**src/rtl/polar_sm_conv_pipe.sv**
```systemverilog
// Two-stage valid/ready converter between two's-complement and sign-magnitude LLR lanes.
// Direction is chosen per beat; the 2C minimum saturates to the largest SM negative.
module polar_sm_conv_pipe #(
    parameter int unsigned W     = 9,
    parameter int unsigned LANES = 4,
    parameter int unsigned CNT_W = 16
) (
    input  logic                 clk,
    input  logic                 rst_n,
    input  logic                 mode,
    input  logic                 s_valid,
    output logic                 s_ready,
    input  logic [LANES*W-1:0]   s_data,
    output logic                 m_valid,
    input  logic                 m_ready,
    output logic [LANES*W-1:0]   m_data,
    output logic [LANES-1:0]     m_sat,
    input  logic                 clr_cnt,
    output logic [CNT_W-1:0]     sat_cnt
);

    localparam int unsigned DW    = LANES * W;
    localparam int unsigned PC_W  = $clog2(LANES + 1);
    localparam int unsigned SUM_W = CNT_W + PC_W;

    logic             s1_valid_q;
    logic [DW-1:0]    s1_data_q;
    logic             s1_mode_q;
    logic             s2_valid_q;
    logic [DW-1:0]    s2_data_q, s2_data_d;
    logic [LANES-1:0] s2_sat_q, s2_sat_d;
    logic [CNT_W-1:0] cnt_q, cnt_d;
    logic             s1_load, s2_load;
    logic [PC_W-1:0]  pc;
    logic [SUM_W-1:0] sum;

    // Returns {sat, converted lane}.
    function automatic logic [W:0] conv_lane(input logic [W-1:0] x, input logic md);
        logic [W-1:0] res;
        logic [W-1:0] tmp;
        logic         sat;
        sat = 1'b0;
        res = x;
        if (x[W-1]) begin
            if (!md) begin
                if (x[W-2:0] == '0) begin
                    res = '1;
                    sat = 1'b1;
                end else begin
                    tmp = -x;
                    res = {1'b1, tmp[W-2:0]};
                end
            end else begin
                tmp = {1'b0, x[W-2:0]};
                res = '0 - tmp;
            end
        end
        return {sat, res};
    endfunction

    assign s2_load = s1_valid_q & (~s2_valid_q | m_ready);
    assign s_ready = ~s1_valid_q | s2_load;
    assign s1_load = s_valid & s_ready;

    always_comb begin
        s2_data_d = '0;
        s2_sat_d  = '0;
        for (int unsigned i = 0; i < LANES; i++) begin
            {s2_sat_d[i], s2_data_d[i*W +: W]} = conv_lane(s1_data_q[i*W +: W], s1_mode_q);
        end
    end

    // Saturating event counter; clear has priority over a coincident handshake.
    always_comb begin
        pc = '0;
        for (int unsigned i = 0; i < LANES; i++) begin
            pc = pc + PC_W'(s2_sat_q[i]);
        end
        sum   = SUM_W'(cnt_q) + SUM_W'(pc);
        cnt_d = cnt_q;
        if (clr_cnt) begin
            cnt_d = '0;
        end else if (s2_valid_q && m_ready) begin
            cnt_d = (sum > SUM_W'({CNT_W{1'b1}})) ? '1 : CNT_W'(sum);
        end
    end

    always_ff @(posedge clk or negedge rst_n) begin
        if (!rst_n) begin
            s1_valid_q <= 1'b0;
            s1_data_q  <= '0;
            s1_mode_q  <= 1'b0;
        end else if (s1_load) begin
            s1_valid_q <= 1'b1;
            s1_data_q  <= s_data;
            s1_mode_q  <= mode;
        end else if (s2_load) begin
            s1_valid_q <= 1'b0;
        end
    end

    always_ff @(posedge clk or negedge rst_n) begin
        if (!rst_n) begin
            s2_valid_q <= 1'b0;
            s2_data_q  <= '0;
            s2_sat_q   <= '0;
        end else if (s2_load) begin
            s2_valid_q <= 1'b1;
            s2_data_q  <= s2_data_d;
            s2_sat_q   <= s2_sat_d;
        end else if (m_ready) begin
            s2_valid_q <= 1'b0;
        end
    end

    always_ff @(posedge clk or negedge rst_n) begin
        if (!rst_n) begin
            cnt_q <= '0;
        end else begin
            cnt_q <= cnt_d;
        end
    end

    assign m_valid = s2_valid_q;
    assign m_data  = s2_data_q;
    assign m_sat   = s2_sat_q;
    assign sat_cnt = cnt_q;

endmodule
```
**config.mk**
```make
export PLATFORM = sky130hd
export DESIGN_NAME = polar_sm_conv_pipe
export DESIGN_NICKNAME = d
export VERILOG_FILES = /design/src/rtl/polar_sm_conv_pipe.sv
export SDC_FILE = /design/constraint.sdc
export NUM_CORES = 1
export LEC_CHECK = 0
export CELL_PAD_IN_SITES_DETAIL_PLACEMENT = 1
export CELL_PAD_IN_SITES_GLOBAL_PLACEMENT = 2
export CORE_MARGIN = 3
export CORE_UTILIZATION = 32
export DETAILED_ROUTE_END_ITERATION = 8
export PLACE_DENSITY_LB_ADDON = 0.1
export SYNTH_ARGS = -nofsm -noshare
export SYNTH_HDL_FRONTEND = slang
export SYNTH_SLANG_ARGS = --single-unit
```
**constraint.sdc**
```tcl
create_clock -name clk -period 3.3 [get_ports clk]
set_input_delay 0.825 -clock clk [delete_from_list [all_inputs] [get_ports clk]]
set_output_delay 0.825 -clock clk [all_outputs]
set_load 0.005 [all_outputs]
```
# Word level (Yosys, flattened, before mapping)
# Index checks and enable logic that the tools add are counted.
word_totals:
  register_bits: 95
  inputBits: 42
  output_inout_bits: 58
  word_cells: 65
classes:
  add_sub_neg: 12
  order_cmp: 1
  muxes: 31
  n_bitwise: 6
  n_reduce_logical: 8
op_table:
  columns: ["op", "count"]
  rows:
  - ["two-way mux 9 bit", 8]
  - ["two-way mux 16 bit", 3]
  - ["subtractor 1 x 8 -> 9 bit (first input constant)", 4]
  - ["logical NOT 8 bit", 4]
  - ["two-way mux 8 bit", 4]
  - ["negator 8 bit", 4]
  - ["adder 16 x 3 -> 17 bit", 1]
  - ["greater-than comparator 17 x 16 -> 1 bit (second input constant)", 1]
  - ["two-way mux 1 bit", 16]
  - ["nonzero test 2 bit", 3]
  - ["adder 2 x 1 -> 3 bit", 1]
  - ["adder 3 x 1 -> 3 bit", 1]
  - ["adder 1 x 1 -> 2 bit", 1]
  - ["bitwise AND 1 bit", 2]
  - ["inverter 1 bit", 2]
  - ["bitwise OR 1 bit", 2]
  - ["logical AND 1 bit", 1]

# Depth between registers and ports, before layout
# Gate-level depths: netlist of run 1.
depth:
  word_depth: 8
  ltp_mapped: 11
  depth_no_buf: 10

# Worst setup path before layout of run 1
# OpenSTA, ideal clock, no wires.
synth_path:
  kind: "reg2reg"
  from: "register s2_sat_q[0] (netlist: m_sat[0])"
  to: "register cnt_q[10] (netlist: sat_cnt[10])"
  setup_time_ps: 72
  arrival_time_ps: 2735
  required_time_ps: 3228
  path_slack_ps: 494
  stages_incl_launch_ff: 11
  n_path_buf: 1
  period_less_slack_ps: 2806
  path_cell_list: "dfrtp_1 fa_1 inv_1 fa_1 inv_1 fa_1 nand4_1 or4_4 buf_6 a41o_1 nor2_1"
synth_via:
  elab_chain_len: 8
synth_lines:
  columns: ["element", "line", "text"]
  rows:
  - ["from (decl)", "31", "logic [LANES-1:0] s2_sat_q, s2_sat_d;"]
  - ["from (signal assigned)", "110", "s2_sat_q <= s2_sat_d;"]
  - ["adder 1 x 1 -> 2 bit (*)", "77", "pc = pc + PC_W'(s2_sat_q[i]);"]
  - ["adder 2 x 1 -> 3 bit (*)", "77", null]
  - ["adder 3 x 1 -> 3 bit (*)", "77", null]
  - ["adder 16 x 3 -> 17 bit (*)", "79", "sum = SUM_W'(cnt_q) + SUM_W'(pc);"]
  - ["greater-than comparator 17 x 16 -> 1 bit", "84", "cnt_d = (sum > SUM_W'({CNT_W{1'b1}})) ? '1 : CNT_W'(sum);"]
  - ["two-way mux 16 bit (*)", "84", null]
  - ["two-way mux 16 bit (*)", "83", "end else if (s2_valid_q && m_ready) begin"]
  - ["two-way mux 16 bit (*)", "81", "if (clr_cnt) begin"]
  - ["to (signal assigned)", "120", "cnt_q <= cnt_d;"]
  - ["to (decl)", "32", "logic [CNT_W-1:0] cnt_q, cnt_d;"]
# Mark *: on every way between the ends. The rest lies on a longest branch, timed or not. The select of a mux whose other input is x is not followed.
# A chain may end at the register's enable or synchronous reset.

# Worst setup path in the final report of run 1
layout_path:
  from: "register s2_sat_q[0] (netlist: m_sat[0])"
  to: "register cnt_q[13] (netlist: sat_cnt[13])"
# The elaborated chain is that of the path after synthesis.

==> results of run 1 <==
==> worst min-delay path, stage by stage (launching register included) <==
cell     delay (ps)
dfrtp_1         350
nand2_1          50
nand2_1          50
==> synth_stat cells (all sizes together), types with 2 or more instances <==
master	count	area, sq um
or3	4	25.0
nor4	2	12.5
a21boi	2	15.0
mux2i	9	90.1
o31ai	12	90.1
o41ai	2	17.5
a311oi	5	43.8
and2	4	27.5
or3b	4	35.0
nand2b	3	18.8
buf	7	40.0
nand4	4	40.0
nor3	13	75.1
nand2	43	161
nor3b	2	15.0
xor2	10	87.6
ha	5	62.6
inv	16	60.1
o211ai	10	75.1
a41o	2	20.0
a21oi	21	109
nand3b	2	15.0
and4	2	17.5
mux2	37	417
a21bo	2	20.0
dfrtp	95	2380
nor2b	5	31.3
o21ai	16	80.1
nand3	9	45.0
xnor2	12	105
a211oi	4	30.0
or4	3	26.3
nor2	42	158
clkbuf	15	56.3
fa	3	60.1
==> sequential cells by signal (all words and copies together) (netlist names) <==
name	flops
m_sat	4
sat_cnt	16
s1_mode_q	1
m_valid	1
s1_data_q	36
m_data	36
s1_valid_q	1
==> power breakdown <==
| part | internal (mW) | switching (mW) |
|---|---|---|
| combinational | 0.485 | 0.309 |
| sequential | 1.36 | 0.184 |
| clock | 0.624 | 0.437 |
==> logic make-up (layout without fill, tap and decap cells) <==
group / Yosys count / in the layout / synth area share, %
buffers and inverters: 38 / 138 / 3.40
muxes: 46 / 46 / 11.0
and+or+nand+nor: 143 / 143 / 15.5
xor gates and xnor gates: 22 / 22 / 4.19
adders and majority gates: 8 / 8 / 2.66
AOI/OAI and AO/OA: 80 / 80 / 11.6
DFF: 95 / 95 / 51.6
==> placed cells by master, fill, tap and decap left out, types with 3 or more instances in the layout <==
| cell type | count |
|---|---|
| nand4_1 | 3 |
| dfrtp_1 | 95 |
| mux2i_1 | 9 |
| mux2_2 | 37 |
| inv_1 | 16 |
| nor3_1 | 11 |
| nand2b_1 | 3 |
| nand2_1 | 42 |
| nor2b_1 | 5 |
| or3_1 | 4 |
| a21oi_1 | 20 |
| clkbuf_16 | 9 |
| xor2_1 | 10 |
| or3b_1 | 3 |
| ha_1 | 5 |
| xnor2_1 | 12 |
| buf_4 | 8 |
| fa_1 | 3 |
| a311oi_1 | 5 |
| o21ai_0 | 16 |
| o31ai_1 | 12 |
| nand3_1 | 9 |
| a211oi_1 | 4 |
| o211ai_1 | 10 |
| nor2_1 | 42 |
| clkdlybuf4s50_1 | 98 |
==> final timing paths <==
path                            start  slack (ps)      endpoint  depth (start not counted)
setup / recovery             m_sat[0]         150   sat_cnt[13]                         10
hold / removal             m_data[17]         470    m_data[17]                          2
setup reg to reg             m_sat[0]         150   sat_cnt[13]                         10
hold reg to reg            m_data[17]         470    m_data[17]                          2
max in group asynchronous       rst_n        2090  s1_data_q[0]                          2
min in group asynchronous       rst_n         490     m_data[2]                          1
==> layout make-up <==
type / count / share of cell area [%]
timing repair buffer: 107 / 17.4
inverter: 16 / 0.985
clock inverter: 3 / 0.698
tap: 180 / 3.70
sequential: 95 / 39.0
multi-input combinational: 299 / 34.0
clock buffer: 12 / 4.21
==> layer usage <==
| layer | vias to the layer above | share of wire, % | GRT usage (%) |
|---|---|---|---|
| met4 | 0 | 2.0 | 6.06 |
| met5 | - | 0 | 0 |
| met2 | 72 | 47 | 24.4 |
| met1 | 1794 | 48 | 21.6 |
| li1 | 1717 | - | - |
| met3 | 16 | 3.5 | 2.67 |
==> per-stage QoR <==
step           std cells  instance area [sq um]  setup slack (ps)  power (mW)
2_1_floorplan        432                   4600               494        1.90
3_3_place_gp         697                   5800               268        2.36
3_5_place_dp         697                   5800               134        2.38
4_1_cts              712                   6090               129        3.48
5_1_grt              712                   6090              6.73        3.62
6_report             712                   6090               155        3.40
==> impl_results.md, run 1 <==
* Number of cell rows at 43
* CP Capture Type: flip-flop
* Fill count at 1558
* Post-Syn Area at around 4600 sq um
* Synthesis warning total at 0
* Sequential fraction of the synthesis area at 51.6%
* Crit path max fanout at 13
* Sequential cell area at between 2000 and 2500 sq um
* CP bufs+invs at 2
* Post-cts sizing count at 0
* Worst skew pair latency at 340 ps
* Cell Chain, Critical Path: fa_1 -> inv_1 -> fa_1 -> inv_1 -> fa_1 -> nand4_1 -> or4_4 -> o31ai_1 -> a21oi_1 -> a311oi_1
* Clock sinks at 95
* CP Data Arrival Time at about 3400 ps
* # hold bufs at CTS at 0
* Max clock buf depth at 2
* CORE AREA at around 14000 sq um
* Main synth FF type: dfrtp_1
* Cells after synthesis at between 400 and 500
* DR iter-0 viols at 166
* Synth cell types at 49
* IO buf count at 99
* Clock Skews at 6.71 ps
* Die outline height at approximately 130 um
* Initial antenna violation count at 0
* Antenna-violating nets left at 0
* Status: complete, no violations
* Inserted Clock Buffers at 9
* Gpl congestion at 0.746
* Ant diodes at 0
* Kind of critical path: flip-flop to flip-flop
* WL/cell at between 15 and 20 um
* Vias/cell at 5.05
* Vias in the first global route at 3734
* Post-route minimum period at 3150 ps
* Maximum vdd drop at 0.000240 V
* Power Density at ~560 nW/um^2
* Initial core utilization at 32.9%
* RSZ-0062 raised after global routing: no
* Fraction of layout cells with a size suffix above 1 at 13.2%
* Number of synthesized flops with an enable pin at 0
* Die Span X at 126 um
* Worst-path cell with the longest stage delay: or4_4
* Hpwl dp at 8630 um
* GRT Overall Usage at 15.6%
* H-tree levels at 3
* First-pass GRT wire length at between 15000 and 20000 um
* Boundary Pins at 100
* DR vias at 3599
* Async SR Flop Fraction at 100%
* Pins Over Slew Limit at 0
* Total congestion overflow at 0
* CTS root buffer: clkbuf_16
* Die Area at 15900 sq um
* #FFs+latches synth at 95
* Critical Path Start Type: flip-flop
* Fmax achieved at 318 MHz
* Final Hold Fails at 0
* Worst-margin pin slew at just over 700 ps
* First drt pass iteration count at 4
* Post-layout nets at 578
* Final period util at 95.3%
* Max_cap viols at 0
* Endpoints failing setup at 0
* Fin util at 43.6%
* Syn_area_per_cell at approximately 11 sq um
* Hold Slack at ~470 ps
* Worst rel slew slack at roughly half
* Required time of the critical path at 3530 ps
* CTS tree: built
* Critical path's largest stage delay at 640 ps
* Syn nets at 482
* DRT Wirelength at approximately 12000 um
* Multi-input gate area at 2070 sq um
* CTS clock-pin slew for the worst setup and hold paths at 70 ps
* Worst min path class: flip-flop to flip-flop
* Cell repeated most along the worst path: fa_1
* Leakage power at approximately 2.5 nW
* Post-CTS Repair Setup Buffers at 0
* Top delay family on crit path: adder cells
* Area delta synth->final at 32.4%
* Drc violations at 0
* Largest net degree at the start of global routing at 53
* Final setup TNS at 0 ps
No activity file was read; power rests on OpenSTA's default activity.
==> inputs of run 2 (changes only) <==
==> constraint.sdc (replaced) <==
create_clock -name clk -period 3 [get_ports clk]
set_input_delay 0.75 -clock clk [delete_from_list [all_inputs] [get_ports clk]]
set_output_delay 0.75 -clock clk [all_outputs]
set_load 0.005 [all_outputs]
==> run 2 against run 1 <==
Worst hold slack improved by 0.77 ps; via count rose by 0.33%; maximum frequency rose by 8.0%; routed wire length rose by 0.62%; register-to-register slack got worse by 70 ps; clock-buffer cell count rose by 1; clock power barely moved; highest routed layer unchanged.
==> impl_results.md, run 2 (synthesis results as in run 1) <==
* Status: complete, no violations
* CP bufs+invs at 2 (unchanged)
* Max_cap viols at 0 (unchanged)
* Vias in the first global route at 3799 (+1.7%)
* Hpwl dp at 8690 um (+0.66%)
* Initial core utilization at 32.9% (unchanged)
* CP Capture Type: flip-flop
* Initial antenna violation count at 0 (unchanged)
* Worst setup path end: sat_cnt[3]
* Placed Cells at 703 (+0.86%)
* Kind of critical path: flip-flop to flip-flop
* Die Span X at 126 um (unchanged)
* Required time of the critical path at 3270 ps (-260 ps)
* Post-layout nets at 588 (+1.7%)
* RSZ-0062 raised after global routing: yes
* Area delta synth->final at 33.9%
* Worst min path class: flip-flop to flip-flop
* Number of cell rows at 43 (unchanged)
* Power Density at 593 nW/um^2 (+6.3%)
* Gpl congestion at 0.748 (+0.38%)
* Clock Skews at 4.13 ps (-2.58 ps)
* Top delay family on crit path: adder cells
* Clock sinks at 95 (unchanged)
* Placed instance area at 5840 sq um (+0.78%)
* CORE AREA at 14000 sq um (unchanged)
* Multi-input gate area at 2100 sq um (+1.1%)
* WL/cell at 16.6 um (-0.64%)
* First-pass GRT wire length at 19700 um (-1.2%)
* Largest net degree at the start of global routing at 60 (+13%)
* Maximum vdd drop at 0.000336 V (+40%)
* CP Data Arrival Time at 3180 ps (-200 ps)
* Crit path max fanout at 6 (-7)
* Fmax achieved at 343 MHz (+8.0%)
* Worst reg2reg path depth at 10 (unchanged)
* DR iter-0 viols at 206 (+24%)
* Final std cells w/o fill at 721 (+1.3%)
* Inserted Clock Buffers at 9 (unchanged)
* CTS root buffer: clkbuf_16
* Antenna-violating nets left at 0 (unchanged)
* Fraction of layout cells with a size suffix above 1 at 15.9% (+2.7 points)
* Max clock buf depth at 2 (unchanged)
* Die outline height at 126 um (unchanged)
* R2R setup slack at 90 ps (-70 ps)
* Worst r2r src: m_sat[3]
* H-tree levels at 3 (unchanged)
* Ant diodes at 0 (unchanged)
* Total congestion overflow at 0 (unchanged)
* Pre-CTS WS at 78.2 ps (-55.8 ps)
* Worst rel slew slack at 47.8% (-4.0 points)
* Critical path's largest stage delay at 590 ps (-50 ps)
* Most common cell after layout, fill and taps aside: clkdlybuf4s50_1
* Worst skew pair latency at 350 ps (about the same)
* Final Hold Fails at 0 (unchanged)
* Worst-margin pin slew at 784 ps (+61.4 ps)
* CTS tree: built
* Final period util at 97.1% (+1.8 points)
* Critical Path Source: m_sat[3]
* IO buf count at 99 (unchanged)
* Worst R2R End: sat_cnt[3]
* Setup ws final at 87.6 ps (-67.4 ps)
* GRT Overall Usage at 15.5% (-0.073 points)
* Boundary Pins at 100 (unchanged)
* Post-route minimum period at 2910 ps (-233 ps)
* Leakage power at 2.53 nW (+1.6%)
* Worst-path cell with the longest stage delay: or4_4
* Endpoints failing setup at 0 (unchanged)
* First drt pass iteration count at 4 (unchanged)
* Pins Over Slew Limit at 0 (unchanged)
* CTS clock-pin slew for the worst setup and hold paths at 60 ps (about the same)
* DRT Wirelength at 11900 um (+0.62%)
* Design area at 6160 sq um (+1.1%)
* # hold bufs at CTS at 0 (unchanged)
* Sequential cell area at 2380 sq um (unchanged)
* Cell Chain, Critical Path: fa_1 -> inv_2 -> fa_2 -> inv_2 -> fa_2 -> nand4_1 -> or4_4 -> and2_4 -> o2111a_1 -> nor3_2
* Critical Path Start Type: flip-flop
* Die Area at 15900 sq um (unchanged)
* Fill count at 1549 (-0.58%)
* DR vias at 3611 (+0.33%)
* Most frequent cells in the layout: 98 x clkdlybuf4s50_1, 95 x dfrtp_1, 42 x nand2_1
* Vias/cell at 5.01 (-0.92%)
* Number of cells on the critical path at 10 (unchanged)
* Drc violations at 0 (unchanged)
[run 2: cell types whose count changed in the layout (fill, tap and decap cells not counted), sizes merged]
cell,before,now
buf,9,19
clkbuf,12,13
bufinv,1,0
clkinvlp,1,0
[run 2: how the worst min path moves through the flow]
stage                     from         end  depth (start not counted)
floorplan                rst_n   m_data[0]                          0
global placement    m_data[16]  m_data[16]                          2
detailed placement  m_data[17]  m_data[17]                          2
CTS                 m_data[17]  m_data[17]                          2
global route        m_data[35]  m_data[35]                          2
finish              m_data[17]  m_data[17]                          2
[run 2: worst min-delay path, delay by kind of cell, from the launching register on]
kind,cells,cell delay (ps)
AND/OR/NAND/NOR,2,100
flip-flops,1,350
[run 2: where the power goes]
| part | leakage [nW] | internal [mW] | switching [mW] |
|---|---|---|---|
| Clock | 0.132 | 0.598 | 0.484 |
| Sequential | 1.15 | 1.50 | 0.197 |
| Combinational | 1.25 | 0.538 | 0.341 |
| Total | 2.53 | 2.64 | 1.02 |
[run 2: what timing repair did]
| item | 4_1_cts | 5_1_grt |
|---|---|---|
| setup buffers | 0 | 4 |
| resized for setup | 0 | 9 |
| setup endpoints to repair | 0 | 7 |
[run 2: final cells by class]
type                            count  share of cell area (%)
Clock buffer                       13                    4.22
Clock inverter                      1                  0.0812
Inverter                           16                   0.974
Multi-Input combinational cell    299                    34.0
Sequential cell                    95                    38.6
Tap cell                          180                    3.65
Timing Repair Buffer              117                    18.5
[run 2: stage by stage]
stage,hold WS (ps),util (%),setup TNS [ps],power (mW)
after global routing,523,44.1,-227,3.89
after detailed placement,463,41.8,0,2.62
after global placement,464,41.8,0,2.60
after CTS,477,43.6,0,3.73
after floorplan,454,-,0,2.09
final,472,44.1,0,3.66
[run 2: layer usage]
| metal | share of wire (%) | up-vias | GRT usage (%) |
|---|---|---|---|
| met5 | 0 | - | 0 |
| met4 | 1.8 | 0 | 5.93 |
| met3 | 3.7 | 12 | 2.50 |
| met2 | 48 | 77 | 25.5 |
| met1 | 47 | 1787 | 20.6 |
| li1 | - | 1735 | - |
==> inputs of run 3 (changes only) <==
--- a/config.mk
+++ b/config.mk
@@ -10,7 +10,7 @@
 export CORE_MARGIN = 3
 export CORE_UTILIZATION = 32
 export DETAILED_ROUTE_END_ITERATION = 8
-export PLACE_DENSITY_LB_ADDON = 0.1
+export PLACE_DENSITY = 0.85
 export SYNTH_ARGS = -nofsm -noshare
 export SYNTH_HDL_FRONTEND = slang
 export SYNTH_SLANG_ARGS = --single-unit
==> run 3 against run 2 <==
Cell count fell by 0.28%; maximum frequency up 1.9%; clock power increased by 18%; sequential power is essentially flat; critical endpoint unchanged; largest power group unchanged.
==> impl_results.md, run 3 (synthesis results as in run 1) <==
* Status: complete, no violations
* Area delta synth->final at 35.1%
* First drt pass iteration count at 4 (unchanged)
* Largest net degree at the start of global routing at 49 (-18%)
* Vias in the first global route at 3983 (+4.8%)
* Worst-margin pin slew at 734 ps (-49.9 ps)
* Final Hold Fails at 0 (unchanged)
* CTS clock-pin slew for the worst setup and hold paths at 70 ps (about the same)
* Critical Path Start Type: flip-flop
* Worst-path cell with the longest stage delay: or4_4
* Leakage power at 2.53 nW (+0.32%)
* Pins Over Slew Limit at 0 (unchanged)
* Worst reg2reg path depth at 11 (+1)
* Most common cell after layout, fill and taps aside: clkdlybuf4s50_1
* CTS tree: built
* Critical path's largest stage delay at 550 ps (-40 ps)
* Maximum vdd drop at 0.000264 V (-21%)
* Initial antenna violation count at 0 (unchanged)
* GR Util met2 at 26.5% (+0.97 points)
* Gpl congestion at 0.779 (+4.0%)
* First-pass GRT wire length at 20600 um (+4.7%)
* Number of cell rows at 43 (unchanged)
* Met3 Use GR at 4.41% (+1.9 points)
* DRT Wirelength at 12200 um (+2.2%)
* Fmax achieved at 350 MHz (+1.9%)
* Number of cells on the critical path at 11 (+1)
* Cell repeated most along the worst path: fa_2
* Worst skew pair latency at 340 ps (about the same)
* Final period util at 95.2% (-1.8 points)
* Inserted Clock Buffers at 9 (unchanged)
* Ant diodes at 0 (unchanged)
* Endpoints failing setup at 0 (unchanged)
* Most frequent cells in the layout: 98 x clkdlybuf4s50_1, 95 x dfrtp_1, 43 x nand2_1
* CP Capture Type: flip-flop
* DR vias at 3676 (+1.8%)
* Vias/cell at 5.11 (+2.1%)
* Die outline height at 126 um (unchanged)
* Die Span X at 126 um (unchanged)
* GRT Overall Usage at 16.0% (+0.52 points)
* Peak-usage layer in the global routing report: met2
* Total congestion overflow at 0 (unchanged)
* Crit path max fanout at 6 (unchanged)
* Power, Total at 3.86 mW (+5.5%)
* Kind of critical path: flip-flop to flip-flop
* Final setup TNS at 0 ps (unchanged)
* CORE AREA at 14000 sq um (unchanged)
* M1 GR Usage at 20.5% (-0.035 points)
* Initial core utilization at 32.9% (unchanged)
* Die Area at 15900 sq um (unchanged)
* Drc violations at 0 (unchanged)
* Clock Skews at 6.43 ps (+2.29 ps)
* Worst rel slew slack at 50.9% (+3.2 points)
* Antenna-violating nets left at 0 (unchanged)
* R2R setup slack at 140 ps (+60 ps)
* Cell Chain, Critical Path: fa_1 -> inv_1 -> fa_2 -> inv_2 -> fa_2 -> nand4_1 -> or4_4 -> buf_4 -> a21oi_2 -> nor2_1 -> nor3_2
* Max_cap viols at 0 (unchanged)
* Fraction of layout cells with a size suffix above 1 at 15.4% (-0.50 points)
* Hpwl dp at 8900 um (+2.4%)
* IO buf count at 99 (unchanged)
* CP bufs+invs at 3 (+1)
* DR iter-0 viols at 146 (-29%)
* WL/cell at 17.0 um (+2.5%)
* Boundary Pins at 100 (unchanged)
* Worst min path class: input port to asynchronous set/reset pin
* Clock sinks at 95 (unchanged)
* Max clock buf depth at 2 (unchanged)
* Final std cells w/o fill at 719 (-0.28%)
* Required time of the critical path at 3260 ps (about the same)
* Placed Cells at 700 (-0.43%)
* CTS root buffer: clkbuf_16
* Power Density at 620 nW/um^2 (+4.6%)
* Post-route minimum period at 2860 ps (-55.4 ps)
* Top delay family on crit path: adder cells
* H-tree levels at 3 (unchanged)
* Post-layout nets at 584 (-0.68%)
* CP Data Arrival Time at 3120 ps (-60 ps)
-- run 3: changes by cell type in the layout (fill, tap and decap cells not counted), sizes merged --
cell      delta
buf          -4
clkinv       -1
clkinvlp     +1
clkbuf       -1
bufinv       +2
inv          +1
-- run 3: repair_timing --
item,CTS,global route
setup endpoints to repair,1,13
hold buffers,0,0
gates resized for setup,0,8
pin swaps,1,3
buffers inserted,3,0
-- run 3: worst reg2reg max path, delay by kind of cell, from the launching register on --
kind                     cells  cell delay [ps]
AND/OR/NAND/NOR              4              860
AO/OA/AOI/OAI                1              110
buffers and inverters        3              290
flip-flops                   1              400
adder cells (fa/ha/maj)      3             1100
-- run 3: power breakdown --
| part | total [mW] | switching [mW] | internal, mW |
|---|---|---|---|
| Sequential | 1.70 | 0.199 | 1.50 |
| Clock | 1.27 | 0.492 | 0.780 |
| Combinational | 0.888 | 0.350 | 0.537 |
| Total | 3.86 | 1.04 | 2.82 |
-- run 3: final timing paths --
kind,startpoint,endpoint
worst max-delay path,m_sat[0],sat_cnt[3]
worst min register to register,m_data[35],m_data[35]
worst max register to register,m_sat[0],sat_cnt[3]
max in group asynchronous,rst_n,s1_data_q[33]
min in group clk,m_data[35],m_data[35]
worst min-delay path,rst_n,sat_cnt[5]
-- run 3: cell type report --
class | count | area [sq um]
clock inverter | 4 | 76.3
timing repair buffer | 113 | 1120
fill | 1547 | 7770
clock buffer | 12 | 256
multi-input combinational | 299 | 2100
inverter | 16 | 60.1
tap | 180 | 225
sequential | 95 | 2380
-- run 3: metal layers --
metal	part of all wire, %	vias to the layer above
met1	45	1855
li1	-	1728
met2	48	81
met4	1.4	0
met3	5.4	12
met5	0	-
-- run 3: per-stage QoR --
step	utilization (%)	setup slack [ps]	hold slack, ps	cell area (sq um)
floorplan	-	194	454	4600
global placement	41.7	77.9	451	5830
detailed placement	41.7	2.90	471	5830
CTS	44.2	32.1	460	6180
global route	44.4	-10.1	479	6220
finish	44.4	143	442	6220
==> RTL edit 1: new RTL, config.mk and constraints of run 3 <==
Set the parameter `CNT_W` to 20 (it was 16).
--- a/src/rtl/polar_sm_conv_pipe.sv
+++ b/src/rtl/polar_sm_conv_pipe.sv
@@ -3,7 +3,7 @@
 module polar_sm_conv_pipe #(
     parameter int unsigned W     = 9,
     parameter int unsigned LANES = 4,
-    parameter int unsigned CNT_W = 16
+    parameter int unsigned CNT_W = 20
 ) (
     input  logic                 clk,
     input  logic                 rst_n,
Ports: changed (resized sat_cnt); port bits go from 100 to 104. The function was not compared with the original's and may differ.
==> RTL edit 1 against run 3 <==
- sequential share of layout area about the same
- synthesized area increased by 5.2%
- sequential cell count increased by 4
- routed wire length increased by 4.0%
- final area increased by 4.1%
- highest routed layer unchanged
- sequential power increased by 4%
- power increased by 6.2%
- count of clock-buffer cells in the layout decreased by 2
- setup slack improved by 0.040 ns
- first-iteration DRC count decreased by 18%
==> RTL edit 1: results (changes against run 3) <==
metric;value;unit;change
drive_gt1_share;16.05;%;+0.65 points
yosys-top-cells-area;dfrtp_1 51%, mux2_2 8.6%, nand2_1 4.0%, o211ai_1 2.9%, xor2_1 2.7%;;
status;complete, no violations;;
final_nets;587;;+0.51%
worstPathArrival;2.07;ns;-1.05 ns
synth_common_cells;99 x dfrtp_1, 52 x nand2_1, 37 x mux2_2;;
ir_drop;256.9;uV;-2.8%
cp-startpoint;m_ready;;
grt_pass1_vias;4014;;+0.78%
io_buffers;103;;+4.0%
critPathMaxFanout;6;;unchanged
fill_cells;1577;;+1.9%
grt_use_total;15.82;%;-0.21 points
hpwl;9362;um;+5.2%
totalWireLength;12700;um;+4.0%
routabilityCongestion;0.7679;;-1.4%
vias_per_cell;5.208;;+1.9%
relSlewSlack;47.83;%;-3.1 points
skew;0.006717;ns;+0.0002899 ns
ys_types;56;;+14%
grt_first_pass_wirelength;20870;um;+1.2%
p_leak;2.781;nW;+9.7%
grt_max_degree;50;;+2.0%
drt_iter0_drc;120;;-18%
start_kind;input pin;;
synthesis.nets;485;;+0.62%
yosys_warnings;0;;unchanged
internal_power;3.017;mW;+7.2%
## RTL edit 1: cell count changes after synthesis, moves of 5 or more
cell and change:
a21oi_1 -15, clkbuf_1 -7, a31oi_1 +18, and3_1 +13, o31ai_1 -7, nor2_1 -16
nor3_1 -9, xor2_1 +5, nand2_1 +9, mux2i_1 -6, o211ai_1 +9, o21bai_1 +8
## RTL edit 1: repair_timing
item	CTS	global route
endpoints found under the setup margin	0	1
resized for setup	0	2
setup buffers	0	0
## RTL edit 1: worst max-delay path: stages
cell	delay, ns
clkdlybuf4s50_1	0.59
nand3b_1	0.20
clkdlybuf4s50_1	0.52
## RTL edit 1: worst paths after layout
path / end / slack [ns] / cells past startpoint
setup reg to reg: sat_cnt[16]$_DFFE_PN0P_ / 0.23 / 10
hold reg to reg: m_data[35]$_DFFE_PN0P_ / 0.47 / 2
max in group asynchronous: m_data[29]$_DFFE_PN0P_ / 1.82 / 2
min in group clk: m_data[35]$_DFFE_PN0P_ / 0.47 / 2
setup / recovery: s_ready / 0.18 / 3
hold / removal: sat_cnt[10]$_DFFE_PN0P_ / 0.43 / 1
## RTL edit 1: logic make-up after synthesis
kind of cell | count (synthesis) | synth area share [%]
mux | 40 | 9.220
xor+xnor | 23 | 4.158
compound gates | 86 | 12.89
fa+ha+maj | 8 | 2.531
buf+inv | 33 | 2.841
flops | 99 | 51.14
simple gates | 146 | 17.23
## RTL edit 1: per-stage QoR
stage               cell area [sq um]  std cells  setup slack (ns)  util [%]  total power [mW]
floorplan                        4845        435            0.5015         -             2.170
global placement                 6092        710            0.2445     41.45             2.666
detailed placement               6092        710            0.2115     41.45             2.706
CTS                              6465        726            0.2025     43.98             4.174
global route                     6472        726           0.03698     44.03             4.325
finish                           6472        726            0.1832     44.03             4.098
## RTL edit 1: cell type report
cell class	count	share of cell area [%]
sequential	99	38.28
multi-input combinational	303	34.64
timing repair buffer	111	17.01
clock buffer	10	3.692
tap	184	3.557
clock inverter	6	2.068
inverter	13	0.7539
## RTL edit 1: per-layer routing
| metal | track usage [%] | share of wire [%] | wire (um) |
|---|---|---|---|
| met3 | 3.751 | 5.5 | 701 |
| met1 | 20.79 | 44 | 5629 |
| met2 | 25.98 | 49 | 6180 |
| met4 | 5.003 | 1.4 | 184 |
| met5 | 0 | 0 | 0 |
## RTL edit 1: power by group through the flow
stage	sequential, mW	combinational [mW]	clock [mW]
2_1_floorplan	1.73	0.440	0
6_report	1.77	0.889	1.44
3_5_place_dp	1.80	0.906	0
4_1_cts	1.78	0.911	1.49
3_3_place_gp	1.79	0.876	0
5_1_grt	1.81	0.989	1.53
==> RTL edit 2: new RTL, flow settings as in run 3 <==
Without the edit above. Reset style: synchronous (`rst_n`), changed in 3 clocked blocks.
--- a/src/rtl/polar_sm_conv_pipe.sv
+++ b/src/rtl/polar_sm_conv_pipe.sv
@@ -85,7 +85,7 @@
         end
     end
 
-    always_ff @(posedge clk or negedge rst_n) begin
+    always_ff @(posedge clk) begin
         if (!rst_n) begin
             s1_valid_q <= 1'b0;
             s1_data_q  <= '0;
@@ -99,7 +99,7 @@
         end
     end
 
-    always_ff @(posedge clk or negedge rst_n) begin
+    always_ff @(posedge clk) begin
         if (!rst_n) begin
             s2_valid_q <= 1'b0;
             s2_data_q  <= '0;
@@ -113,7 +113,7 @@
         end
     end
 
-    always_ff @(posedge clk or negedge rst_n) begin
+    always_ff @(posedge clk) begin
         if (!rst_n) begin
             cnt_q <= '0;
         end else begin
Function: differs if rst_n is asserted again (counterexample within 4 cycles, from zero or initial values and one cycle with rst_n low); with rst_n held inactive, the same outputs for 4 cycles.
==> RTL edit 2 against run 3 <==
- final area down 7.4%
- synthesized area down 5.8%
- routed wire length up 5.8%
- critical endpoint is now s_ready
- largest cell class is now multi-input combinational cells
- cell count up 8.8%
- setup slack better by 0.058 ns
- sequential cell count unchanged
- maximum frequency up 2.1%
Power is not compared: it rests on default switching activity, and its combinational part moved more than twofold at a synthesized area within 25%.
==> RTL edit 2: results (changes against run 3) <==
metric;value;unit;change
status;complete, no violations;;
synthArstFlopShare;0;%;-100 points
root_buffer;clkbuf_16;;
wl_per_cell;16.50;um;-2.7%
syn_area_per_cell;8.423;sq um;-21%
vias_per_cell;5.183;;+1.4%
worstPathArrival;2.05;ns;-1.07 ns
placed_area;5493;sq um;-5.8%
synth_common_cells;99 x nand2_1, 95 x dfxtp_1, 75 x a21oi_1;;
final_nets;657;;+13%
yosys-top-cells-area;dfxtp_1 44%, a21oi_1 8.7%, nand2_1 8.6%, o21ai_0 3.3%, xor2_1 2.6%;;
min_path_type;reg -> reg;;
placed_cells;768;;+9.7%
ys_types;61;;+24%
ir_drop;242.8;uV;
relSlewSlack;51.59;%;+0.66 points
grt_first_pass_wirelength;21360;um;+3.6%
clk_latency;0.34;ns;about the same
grt_use_total;17.92;%;+1.9 points
synthesis.nets;565;;+17%
grt_pass1_vias;4187;;+5.1%
totalWireLength;12910;um;+5.8%
clk_pin_slew;0.06;ns;
grt_max_degree;38;;-22%
hpwl;9132;um;+2.6%
clock_path_buffers;2;;unchanged
synth_seq_area_share;43.84;%;-7.8 points
routabilityCongestion;0.8500;;+9.2%
htreeDepth;3;;unchanged
skew;0.006765;ns;+0.0003374 ns
drive_gt1_share;6.885;%;-8.5 points
first_pass_iters;4;;unchanged
cts_setup_buffers;0;;-3
drt_iter0_drc;190;;+30%
-- RTL edit 2: changes by cell type after synthesis, sizes merged, moves of 22 or more --
cell   before  now
a21oi      21   76
dfrtp      95    0
dfxtp       0   95
mux2       37    0
nand2      43  100
nor2       42   20
-- RTL edit 2: final timing paths --
| path | from | end | slack [ns] | depth (start not counted) |
|---|---|---|---|---|
| worst max register to register | m_sat[0]$_SDFFE_PN0P_ | sat_cnt[0]$_SDFFE_PP0P_ | 0.34 | 9 |
| worst min-delay path | s1_data_q[0]$_SDFFE_PN0P_ | s1_data_q[0]$_SDFFE_PN0P_ | 0.48 | 2 |
| worst min register to register | s1_data_q[0]$_SDFFE_PN0P_ | s1_data_q[0]$_SDFFE_PN0P_ | 0.48 | 2 |
| worst max-delay path | m_ready | s_ready | 0.20 | 3 |
-- RTL edit 2: layout make-up --
| class | instances | area [sq um] |
|---|---|---|
| timing repair buffer | 109 | 1079 |
| clock inverter | 1 | 5.005 |
| clock buffer | 13 | 260.3 |
| multi-input combinational | 374 | 2230 |
| inverter | 18 | 67.56 |
| sequential | 95 | 1902 |
| fill | 1556 | 7169 |
| tap | 172 | 215.2 |
-- RTL edit 2: stage by stage --
| stage | utilization, % | setup slack (ns) | total power, mW |
|---|---|---|---|
| after floorplan | - | 0.6341 | 1.599 |
| after global placement | 42.49 | 0.2690 | 1.778 |
| after detailed placement | 42.49 | 0.2046 | 1.789 |
| after CTS | 44.54 | 0.1989 | 2.856 |
| after global routing | 44.54 | 0.06647 | 2.958 |
| final | 44.54 | 0.2009 | 2.821 |
-- RTL edit 2: per-layer routing --
| layer | track usage [%] | part of all wire, % | routed length (um) |
|---|---|---|---|
| met3 | 3.779 | 4.4 | 574 |
| met2 | 28.86 | 45 | 5823 |
| met1 | 24.48 | 49 | 6322 |
| met4 | 4.689 | 1.4 | 186 |
| met5 | 0 | 0 | 0 |
-- RTL edit 2: power groups by stage --
stage | Sequential [mW] | Clock [mW] | Combinational [mW]
3_3_place_gp | 1.41 | 0 | 0.367
5_1_grt | 1.40 | 1.15 | 0.416
2_1_floorplan | 1.39 | 0 | 0.207
4_1_cts | 1.39 | 1.09 | 0.379
6_report | 1.39 | 1.06 | 0.372
3_5_place_dp | 1.41 | 0 | 0.375
-- RTL edit 2: logic make-up (layout without fill, tap and decap cells) --
logic type      count (synthesis)  after routing  share of synthesized area (%)
compound gates                154            154                          21.69
xor+xnor                       25             25                          5.048
fa+ha+maj                       8              8                          2.827
buf+inv                        46            141                          4.990
flops                          95             95                          43.84
mux                             2              2                         0.4615
simple gates                  185            185                          21.14
-- RTL edit 2: worst max-delay path, stage by stage --
cell and delay [ns]:
clkdlybuf4s50_1 0.59, nand3b_1 0.19, clkdlybuf4s50_1 0.52
